[config.mk]
export PLATFORM = sky130hd
export DESIGN_NAME = regfile_wb_arbiter
export DESIGN_NICKNAME = d
export VERILOG_FILES = /design/src/rtl/regfile_wb_arbiter_pkg.sv /design/src/rtl/regfile_wb_arbiter_rr_arb2.sv /design/src/rtl/regfile_wb_arbiter.sv
export SDC_FILE = /design/constraint.sdc
export NUM_CORES = 1
export LEC_CHECK = 0
export BUFFER_PORTS_ARGS = -buffer_cell sky130_fd_sc_hd__buf_4
export CORE_MARGIN = 2
export CORE_UTILIZATION = 38
export DETAILED_ROUTE_END_ITERATION = 10
export GPL_ROUTABILITY_DRIVEN = 0
export PLACE_DENSITY = 0.76
export SLEW_MARGIN = 20
export SYNTH_ARGS = -nofsm -noshare
export SYNTH_HDL_FRONTEND = slang
export SYNTH_HIERARCHICAL = 1
export SYNTH_SLANG_ARGS = --single-unit
[constraint.sdc]
create_clock -name clk -period 1.3 [get_ports clk]
set_input_delay 0.39 -clock clk [delete_from_list [all_inputs] [get_ports clk]]
set_output_delay 0.39 -clock clk [all_outputs]
set_load 0.1 [all_outputs]
[src/rtl/regfile_wb_arbiter_pkg.sv]
// regfile_wb_arbiter_pkg: shared widths and priority state for the writeback arbiter
package regfile_wb_arbiter_pkg;
  localparam int DATA_W_DEF = 64;
  localparam int ADDR_W_DEF = 5;
  typedef enum logic {PRI0, PRI1} prio_state_t;
endpackage

[src/rtl/regfile_wb_arbiter_rr_arb2.sv]
// rr_arb2: two-way grant with a round-robin (or fixed) priority flop
module rr_arb2
  import regfile_wb_arbiter_pkg::*;
#(
  parameter bit FIXED_PRIO = 1'b0
) (
  input  logic clk,
  input  logic reset,
  input  logic flush,
  input  logic valid0,
  input  logic valid1,
  output logic grant0,
  output logic grant1
);
  prio_state_t state;
  assign grant0 = reset && !flush && valid0 && (!valid1 || state == PRI0);
  assign grant1 = reset && !flush && valid1 && (!valid0 || state == PRI1);
  // The last winner yields priority to the other requester
  always_ff @(posedge clk or negedge reset)
    if (!reset) state <= PRI0;
    else if (flush || FIXED_PRIO) state <= PRI0;
    else if (grant0) state <= PRI1;
    else if (grant1) state <= PRI0;
endmodule

[src/rtl/regfile_wb_arbiter.sv]
// regfile_wb_arbiter: arbitrates ALU and load writebacks onto one register-file write port
module regfile_wb_arbiter
  import regfile_wb_arbiter_pkg::*;
#(
  parameter int DATA_W     = DATA_W_DEF,
  parameter int ADDR_W     = ADDR_W_DEF,
  parameter int FIXED_PRIO = 0
) (
  input  logic              clk,
  input  logic              reset,
  input  logic              flush,
  input  logic              req0_valid,
  input  logic [ADDR_W-1:0] req0_rd,
  input  logic [DATA_W-1:0] req0_data,
  output logic              req0_ready,
  input  logic              req1_valid,
  input  logic [ADDR_W-1:0] req1_rd,
  input  logic [DATA_W-1:0] req1_data,
  output logic              req1_ready,
  output logic              wr_en,
  output logic [ADDR_W-1:0] wr_rd,
  output logic [DATA_W-1:0] wr_data,
  output logic              collision
);
  logic              xfer;
  logic [ADDR_W-1:0] rd;
  logic [DATA_W-1:0] data;
  rr_arb2 #(.FIXED_PRIO(FIXED_PRIO != 0)) u_arb (
    .clk    (clk),
    .reset  (reset),
    .flush  (flush),
    .valid0 (req0_valid),
    .valid1 (req1_valid),
    .grant0 (req0_ready),
    .grant1 (req1_ready)
  );
  assign xfer = req0_ready || req1_ready;
  assign rd   = req1_ready ? req1_rd : req0_rd;
  assign data = req1_ready ? req1_data : req0_data;
  // x0 is hardwired zero: accept the transfer but never write it
  always_ff @(posedge clk or negedge reset)
    if (!reset) begin
      wr_en     <= 1'b0;
      wr_rd     <= '0;
      wr_data   <= '0;
      collision <= 1'b0;
    end else begin
      wr_en     <= xfer && rd != '0;
      collision <= req0_valid && req1_valid && req0_rd == req1_rd && req0_rd != '0;
      if (xfer) begin
        wr_rd   <= rd;
        wr_data <= data;
      end
    end
  a_onehot: assert property (@(posedge clk) disable iff (!reset) !(req0_ready && req1_ready));
  a_hold0: assert property (@(posedge clk) disable iff (!reset)
    req0_valid && !req0_ready && !flush |=> req0_valid && $stable(req0_rd) && $stable(req0_data));
  a_hold1: assert property (@(posedge clk) disable iff (!reset)
    req1_valid && !req1_ready && !flush |=> req1_valid && $stable(req1_rd) && $stable(req1_data));
endmodule
# Word-level counts from Yosys, hierarchy flattened
# Index checks and enable logic that the tools add are counted.
[word_totals] regBits=72 latch_bits=0 ramBits=0 mem_bits_ro=0 input_bits=143 output_inout_bits=73 word_cells=30 memories=0
[op_classes] addsub=0 n_mul=0 div=0 n_lt_le_gt_ge=0 eq_ne=1 n_shift=0 muxes=5 bitwise=1 n_reduce_logical=18
[op_table] operator="two-way mux 64 bit" count=1
[op_table] operator="nonzero test 5 bit" count=2
[op_table] operator="logical AND 1 bit" count=9
[op_table] operator="equality test 5 bit" count=1
[op_table] operator="two-way mux 5 bit" count=1
[op_table] operator="zero test 1 bit" count=3
[op_table] operator="logical OR 1 bit" count=3
[op_table] operator="two-way mux 1 bit" count=3
[op_table] operator="nonzero test 3 bit" count=1
[op_table] operator="NOT 1 bit" count=1

# Depth between registers and ports, before layout
# Gate-level depths: netlist (run 1).
[logic_depth] depth_word=7 depth_mapped=6 depth_no_buf=5

# Cells and area by module
# Netlist (run 1), hierarchy kept.
[by_module_without_submodules] mod="regfile_wb_arbiter" instances=1 cells_per_inst=316 area_per_inst_um2=3294.4
[by_module_without_submodules] mod="rr_arb2" instances=1 cells_per_inst=9 area_per_inst_um2=80.1

# Worst setup path before layout (run 1)
# Ideal clock, no wire load.
[synth_path] path_kind="input-to-reg" start="in flush" end="reg wr_data[51]" arrival_time_ns=2.899 required_ns=1.164 setup_slack_ns=-1.735 stages=5 cell_sequence="nand3b_1 a21oi_1 buf_2 clkbuf_1 o21ai_0"
[synth_via] elab_chain_len=5 word_cells_on_any_way=8 cone_classes="mux (1); reduce/logical (7)"
[synth_rtl] item="start, declared" line_no="regfile_wb_arbiter.sv:11" text="input logic flush,"
[synth_rtl] item="zero test 1 bit (*)" line_no="regfile_wb_arbiter_rr_arb2.sv:17" text="assign grant1 = reset && !flush && valid1 && (!valid0 || state == PRI1);"
[synth_rtl] item="logical AND 1 bit (*) (3 in a row)" line_no="regfile_wb_arbiter_rr_arb2.sv:17"
[synth_rtl] item="named net req1_ready" line_no="regfile_wb_arbiter.sv:19" text="output logic req1_ready,"
[synth_rtl] item="two-way mux 64 bit / logical OR 1 bit (equally long branches)" line_no="regfile_wb_arbiter.sv:39, regfile_wb_arbiter.sv:37"
[synth_rtl] item="end signal, assigned" line_no="regfile_wb_arbiter.sv:52" text="wr_data <= data;"
[synth_rtl] item="end, declared" line_no="regfile_wb_arbiter.sv:22" text="output logic [DATA_W-1:0] wr_data,"
# Mark *: on every way through the listed nets, which the timed path passes. The rest lies on a longest branch.
# A chain may end at the register's enable or synchronous reset.

# Worst setup path after layout (run 1)
[layout_path] start="reg u_arb.state" end="out req0_ready"
[layout_via] elab_chain_len=3
[layout_rtl] item="start, declared" line_no="regfile_wb_arbiter_rr_arb2.sv:15" text="prio_state_t state;"
[layout_rtl] item="start signal, assigned" line_no="regfile_wb_arbiter_rr_arb2.sv:20" text="if (!reset) state <= PRI0;"
[layout_rtl] item="start signal, assigned" line_no="regfile_wb_arbiter_rr_arb2.sv:21" text="else if (flush || FIXED_PRIO) state <= PRI0;"
[layout_rtl] item="start signal, assigned" line_no="regfile_wb_arbiter_rr_arb2.sv:22" text="else if (grant0) state <= PRI1;"
[layout_rtl] item="NOT 1 bit" line_no="regfile_wb_arbiter_rr_arb2.sv:16" text="assign grant0 = reset && !flush && valid0 && (!valid1 || state == PRI0);"
[layout_rtl] item="logical OR 1 bit" line_no="regfile_wb_arbiter_rr_arb2.sv:16"
[layout_rtl] item="logical AND 1 bit" line_no="regfile_wb_arbiter_rr_arb2.sv:16"
[layout_rtl] item="end, declared" line_no="regfile_wb_arbiter.sv:15" text="output logic req0_ready,"
# Every way passes these cells.

==> qor.yml, run 1 <==
fin_nets: 718
hold_viol: 0
drt_iter0_markers: 93
placed_cells: 646
antenna_found_initial: 0
rows: 34
setup_viol: 143
ir_worst_vdd_mv: 1.370
post-route-period-util_pct: 125.7
h-tree-depth: 3
ys_ff_latch: 72
status: "finished with violations"
cp-end-kind: "primary output"
netlist_instances: 325
layoutNonFillerInstCount: 688
hold_ws_ps: 85.94
design.portCount: 216
ys_warn_count: 6
slew_headroom_pct: 54.85
slowest_delay_ps: 410
clockBufferDepth: 2
syn2layout_area_growth_pct: 97.55
grt_usage_pct: 23.68
total_power_mw: 12.38
ys_types: 23
wirelength_microns: 11900
syn_area_sq_um: 3374
crit_arrival_ps: 1240
slowest_stage: "dfrtp_1"
dieArea_sq_um: 9650
viasPerCell: 5.015
power_density_nw_per_um2: 1857
cp-start-kind: "register"
cp_cell_sequence: "buf_6, a21oi_4, buf_12"
wire_per_inst_microns: 17.29
critPathKind: "register to primary output"
dieHeight_microns: 98.24
required_ps: 910
period_needed_ps: 1635
synth_nets: 468
clkLatencyLatePin_ps: 340
p_leak_nw: 2.980
fmax_ghz: 0.6117
hpwl_microns: 7377
place_ws_ps: -411.5
crit_family: "flip-flops"
fillerInstances: 527
grt_max_degree: 55
synth-seq-area-share_pct: 53.39
numClockSinks: 72
finClkSkew_ps: 13.52
cts_root_buf: "clkbuf_8"
remaining_drc_errors: 0
tightestPinTransition_ps: 677.3
hold_path_class: "primary input to async pin"
core_area_sq_um: 8678
grt_pass1_wl_microns: 18140
slew_violations: 0
antenna_cells: 0
grt_overflow_total: 0
worst_slack_ps: -334.7
tritoncts: "built"
violations: "setup timing"
cts.reportedPaths.clkPinSlew_ps: 70
post_synth.cell_area_avg_sq_um: 10.38
vias: 3450
rsz0062_at_grt: "true"
drive_above_1_share_pct: 48.10
initial_utilization_pct: 38.88
path_max_fanout: 3
maxCapViolCount: 0
io_buffers: 215
grt_pass1_vias: 3695
cts_made_buffers: 9
ant_nets: 0
dr.pass1.iters: 4
fp.dieW_microns: 98.24
critPathBufInv: 2
[routing by layer]
layer  part of all wire (%)  up-vias  global-route usage (%)
met5                      0        -                       0
met3                    5.7       25                   4.868
li1                       -     1626                       -
met1                     38     1640                   27.28
met2                     54      159                   43.26
met4                    2.7        0                   8.851
[cells in the final DEF, fill, tap and decap left out]
master	n
a211oi_1	1
a21bo_1	1
a21oi_2	1
a21oi_4	2
a2bb2oi_1	1
buf_12	74
buf_16	3
buf_4	179
buf_6	2
buf_8	1
bufinv_16	3
clkbuf_1	1
clkbuf_16	2
clkbuf_8	10
clkinv_2	1
clkinv_4	1
dfrtp_1	72
dlygate4sd3_1	1
inv_1	2
mux2i_1	68
nand2_1	68
nand3_1	1
nand3b_1	3
nor2_1	1
nor2b_1	2
nor3b_1	1
nor4_1	2
o2111ai_1	1
o21ai_0	69
o31a_1	1
or3_1	1
xnor2_1	4
[stage by stage]
| step | setup TNS [ps] | util, % | cell area [sq um] |
|---|---|---|---|
| 5_1_grt | -26140 | 76.82 | 6666 |
| 2_1_floorplan | -43980 | - | 3436 |
| 3_5_place_dp | -25570 | 60.35 | 5238 |
| 4_1_cts | -21180 | 74.35 | 6452 |
| 3_3_place_gp | -21970 | 60.35 | 5238 |
| 6_report | -18080 | 76.82 | 6666 |
[area by class of cell]
class	count	area, sq um	share of cell area, %
Clock buffer	11	141.4	2.121
Timing Repair Buffer	262	3005	45.08
Clock inverter	5	103.9	1.558
Sequential cell	72	1802	27.03
Inverter	2	7.507	0.1126
Tap cell	108	135.1	2.027
Multi-Input combinational cell	228	1471	22.07
[final timing paths]
check	start	endpoint	slack (ps)	cells past startpoint
setup / recovery	u_arb/state	req0_ready	-330	3
hold / removal	reset	wr_data[5]	90	2
setup reg to reg	u_arb/state	wr_data[55]	-290	6
hold reg to reg	wr_data[44]	wr_data[44]	640	2
max in group asynchronous	reset	wr_data[0]	590	2
min in group clk	req1_data[32]	wr_data[32]	250	3
[timing repair]
item | in CTS | in global routing
endpoints found under the setup margin | 143 | 143
pin swaps | 2 | 2
resized for setup | 210 | 13
gates cloned | 1 | 2
setup buffers | 9 | 13
endpoints found under the hold margin | 1 | 0
hold buffers | 1 | 0
[registers in the layout, indices dropped and copies added, names as in the netlist]
register     count
collision        1
wr_data         64
u_arb/state      1
wr_rd            5
wr_en            1
[worst reg2reg max path, stage by stage, from the launching register on]
cell and delay, ps:
dfrtp_1 410, buf_6 130, a21oi_4 170, buf_6 210
clkbuf_16 210, mux2i_1 200, o21ai_0 130
[cells by family after synthesis]
kind of cell / after synthesis / share of synthesized area [%]
simple gates: 79 / 9.640
xor+xnor: 4 / 1.038
flops: 72 / 53.39
compound gates: 77 / 12.09
buf+inv: 25 / 3.671
mux: 68 / 20.17
[report_power, final]
part | switching [mW] | leakage [nW] | total [mW] | internal [mW]
clock | 0.845 | 0.124 | 2.17 | 1.33
combinational | 4.34 | 1.98 | 6.93 | 2.59
sequential | 0.558 | 0.877 | 3.27 | 2.71
[cells in the mapped netlist]
cell type	count	area (sq um)
a211oi_1	1	7.510
a21bo_1	1	10.01
a21oi_1	2	10.01
a21oi_2	1	8.760
a2bb2oi_1	1	8.760
buf_2	3	15.01
buf_4	7	52.55
clkbuf_1	13	48.80
dfrtp_1	72	1802
inv_1	2	7.510
mux2i_1	68	680.7
nand2_1	68	255.2
nand3_1	1	5.000
nand3b_1	3	22.52
nor2_1	1	3.750
nor2b_1	2	12.51
nor3b_1	1	7.510
nor4_1	2	12.51
o2111ai_1	1	8.760
o21ai_0	69	345.3
o31a_1	1	8.760
or3_1	1	6.260
xnor2_1	4	35.03
No activity file was read; power rests on OpenSTA's default activity.
==> run 2: changes to the inputs <==
--- a/config.mk
+++ b/config.mk
@@ -6,11 +6,13 @@
 export NUM_CORES = 1
 export LEC_CHECK = 0
 export BUFFER_PORTS_ARGS = -buffer_cell sky130_fd_sc_hd__buf_4
+export CORE_ASPECT_RATIO = 0.7
 export CORE_MARGIN = 2
 export CORE_UTILIZATION = 38
 export DETAILED_ROUTE_END_ITERATION = 10
 export GPL_ROUTABILITY_DRIVEN = 0
 export PLACE_DENSITY = 0.76
+export SETUP_SLACK_MARGIN = 0.4
 export SLEW_MARGIN = 20
 export SYNTH_ARGS = -nofsm -noshare
 export SYNTH_HDL_FRONTEND = slang
==> run 2 against run 1 <==
Against the previous run:
- the run still ends with setup timing left
- sequential power is 12% higher
- register-to-register slack worse by 60 ps
- worst hold slack better by 46 ps
- critical endpoint is now req1_ready
- largest power group unchanged
==> qor.yml, run 2 (synthesis results as in run 1) <==
status: "finished with violations"
violations: "setup timing"
grt_pass1_vias: 4027  # +9.0%
rr_worst_depth: 9  # +3
p_leak_nw: 3.231  # +8.4%
slew_headroom_pct: 59.93  # +5.1 points
cp_cell_sequence: "inv_2, a21oi_4, buf_12"
io_buffers: 215  # unchanged
dieHeight_microns: 82.84  # -16%
antenna_found_initial: 0  # unchanged
clockBufferDepth: 2  # unchanged
grt_pass1_wl_microns: 22270  # +23%
antenna_cells: 0  # unchanged
slew_violations: 0  # unchanged
reg2reg_slack_ps: -350  # -60 ps
setup_viol: 143  # unchanged
vias: 4081  # +18%
slowest_stage: "dfrtp_2"
final_core_util_pct: 91.10  # +14 points
core_area_sq_um: 8548  # -1.5%
cts_root_buf: "clkbuf_16"
cts.reportedPaths.clkPinSlew_ps: 70  # about the same
power_density_nw_per_um2: 1790  # -3.6%
rsz0062_at_grt: "true"
largest_reg_flops: 64  # unchanged
ir_worst_vdd_mv: 1.282  # -6.4%
grt_overflow_total: 0  # unchanged
syn2layout_area_growth_pct: 130.8
wirelength_microns: 18810  # +58%
required_ps: 910  # about the same
top_regs: "wr_data x64, wr_rd x5"
crit_arrival_ps: 1260  # +20 ps
finClkSkew_ps: 9.128  # -4.395 ps
worst_slack_ps: -352.3  # -17.51 ps
clkLatencyLatePin_ps: 340  # about the same
viasPerCell: 5.684  # +13%
critPathKind: "register to primary output"
post-route-period-util_pct: 127.1  # +1.3 points
fillerInstances: 281  # -47%
design.portCount: 216  # unchanged
layout_common_cells: "buf_4 (164), buf_12 (80), dfrtp_4 (71), nand2_1 (67), o21ai_1 (63)"
rows: 28  # -18%
layout_commonest_cell: "buf_4"
remaining_drc_errors: 0  # unchanged
path_max_fanout: 3  # unchanged
grt_max_degree: 52  # -5.5%
cts_made_buffers: 9  # unchanged
drive_above_1_share_pct: 66.05  # +18 points
fp.dieW_microns: 116.6  # +19%
cp-end-kind: "primary output"
drt_iter0_markers: 314  # +240%
worstReg2RegEnd: "wr_data[51]"
tritoncts: "built"
numClockSinks: 72  # unchanged
dieArea_sq_um: 9662  # +0.12%
top_register: "wr_data"
initial_utilization_pct: 39.48  # +0.59 points
r2r_start: "u_arb/state"
dr.pass1.iters: 4  # unchanged
wire_per_inst_microns: 26.19  # +51%
crit_family: "flip-flops"
fmax_ghz: 0.6052  # -1.1%
critPathBufInv: 2  # unchanged
maxCapViolCount: 0  # unchanged
h-tree-depth: 3  # unchanged
hold_path_class: "primary input to async pin"
hpwl_microns: 7632  # +3.5%
ant_nets: 0  # unchanged
tightestPinTransition_ps: 595.6  # -81.65 ps
cp-start-kind: "register"
hold_viol: 0  # unchanged
fin_nets: 736  # +2.5%
fin_setup_tns_ps: -25260  # -7174 ps
slowest_delay_ps: 410  # about the same
grt_usage_pct: 30.65  # +7.0 points
period_needed_ps: 1652  # +17.51 ps
run 2: changes by cell type in the layout (fill, tap and decap cells not counted), sizes merged:
| cell | previous run | this run |
|---|---|---|
| clkinv | 2 | 0 |
| dlygate4sd3 | 1 | 0 |
| buf | 259 | 271 |
| bufinv | 3 | 2 |
| bufbuf | 0 | 2 |
| clkbuf | 13 | 19 |
| clkinvlp | 0 | 2 |
run 2: area by class of cell:
class                      instances  area, sq um  share of cell area [%]
clock buffer                      12        266.5                   3.422
clock inverter                     4        75.07                  0.9640
timing repair buffer             280         3587                   46.06
multi-input combinational        228         1632                   20.95
sequential                        72         2069                   26.57
tap                              120        150.1                   1.928
inverter                           2        7.507                 0.09640
run 2: stage by stage:
| stage | power [mW] | cell area, sq um | cells | hold WS (ps) | setup slack (ps) |
|---|---|---|---|---|---|
| after floorplan | 7.414 | 3702 | 325 | 94.41 | -616.0 |
| after global placement | 8.742 | 5469 | 653 | 436.7 | -345.8 |
| final | 13.94 | 7787 | 718 | 131.7 | -352.3 |
| after detailed placement | 8.808 | 5469 | 653 | 453.0 | -426.5 |
| after global routing | 14.22 | 7787 | 718 | 155.1 | -361.7 |
| after CTS | 13.35 | 7333 | 697 | 127.0 | -319.1 |
run 2: power breakdown:
group / switching [mW] / internal, mW / leakage (nW)
Sequential: 0.641 / 3.03 / 0.795
Clock: 1.03 / 1.84 / 0.161
Combinational: 4.62 / 2.77 / 2.27
run 2: layer usage:
| layer | routed length, microns | global-route usage [%] | vias up |
|---|---|---|---|
| li1 | - | - | 1666 |
| met1 | 6658 | 35.04 | 2018 |
| met2 | 9474 | 55.29 | 300 |
| met3 | 1611 | 6.715 | 97 |
| met4 | 1062 | 11.87 | 0 |
| met5 | 0 | 0 | - |
run 2: repair_timing:
item                                    CTS  global route
resized for setup                       315            45
endpoints found under the setup margin  145           145
pin swaps                                 8             7
buffers inserted                         17            12
gates cloned                             11             9
hold buffers                              0             0
run 2: worst reg2reg max path: stages (launching register included):
cell,delay (ps)
dfrtp_2,410
inv_2,80
a21oi_4,230
buf_4,160
buf_8,130
buf_12,150
buf_4,120
buf_4,110
nand2_1,60
o21ai_1,110
run 2: worst max-delay path by stage:
stage	from	endpoint	slack (ps)	cells past startpoint
final	u_arb/state	req1_ready	-350	3
after global routing	u_arb/state	wr_rd[2]	-360	6
after CTS	u_arb/state	req1_ready	-320	3
after detailed placement	flush	wr_data[34]	-430	6
after global placement	flush	wr_data[47]	-350	6
after floorplan	flush	wr_data[0]	-620	6
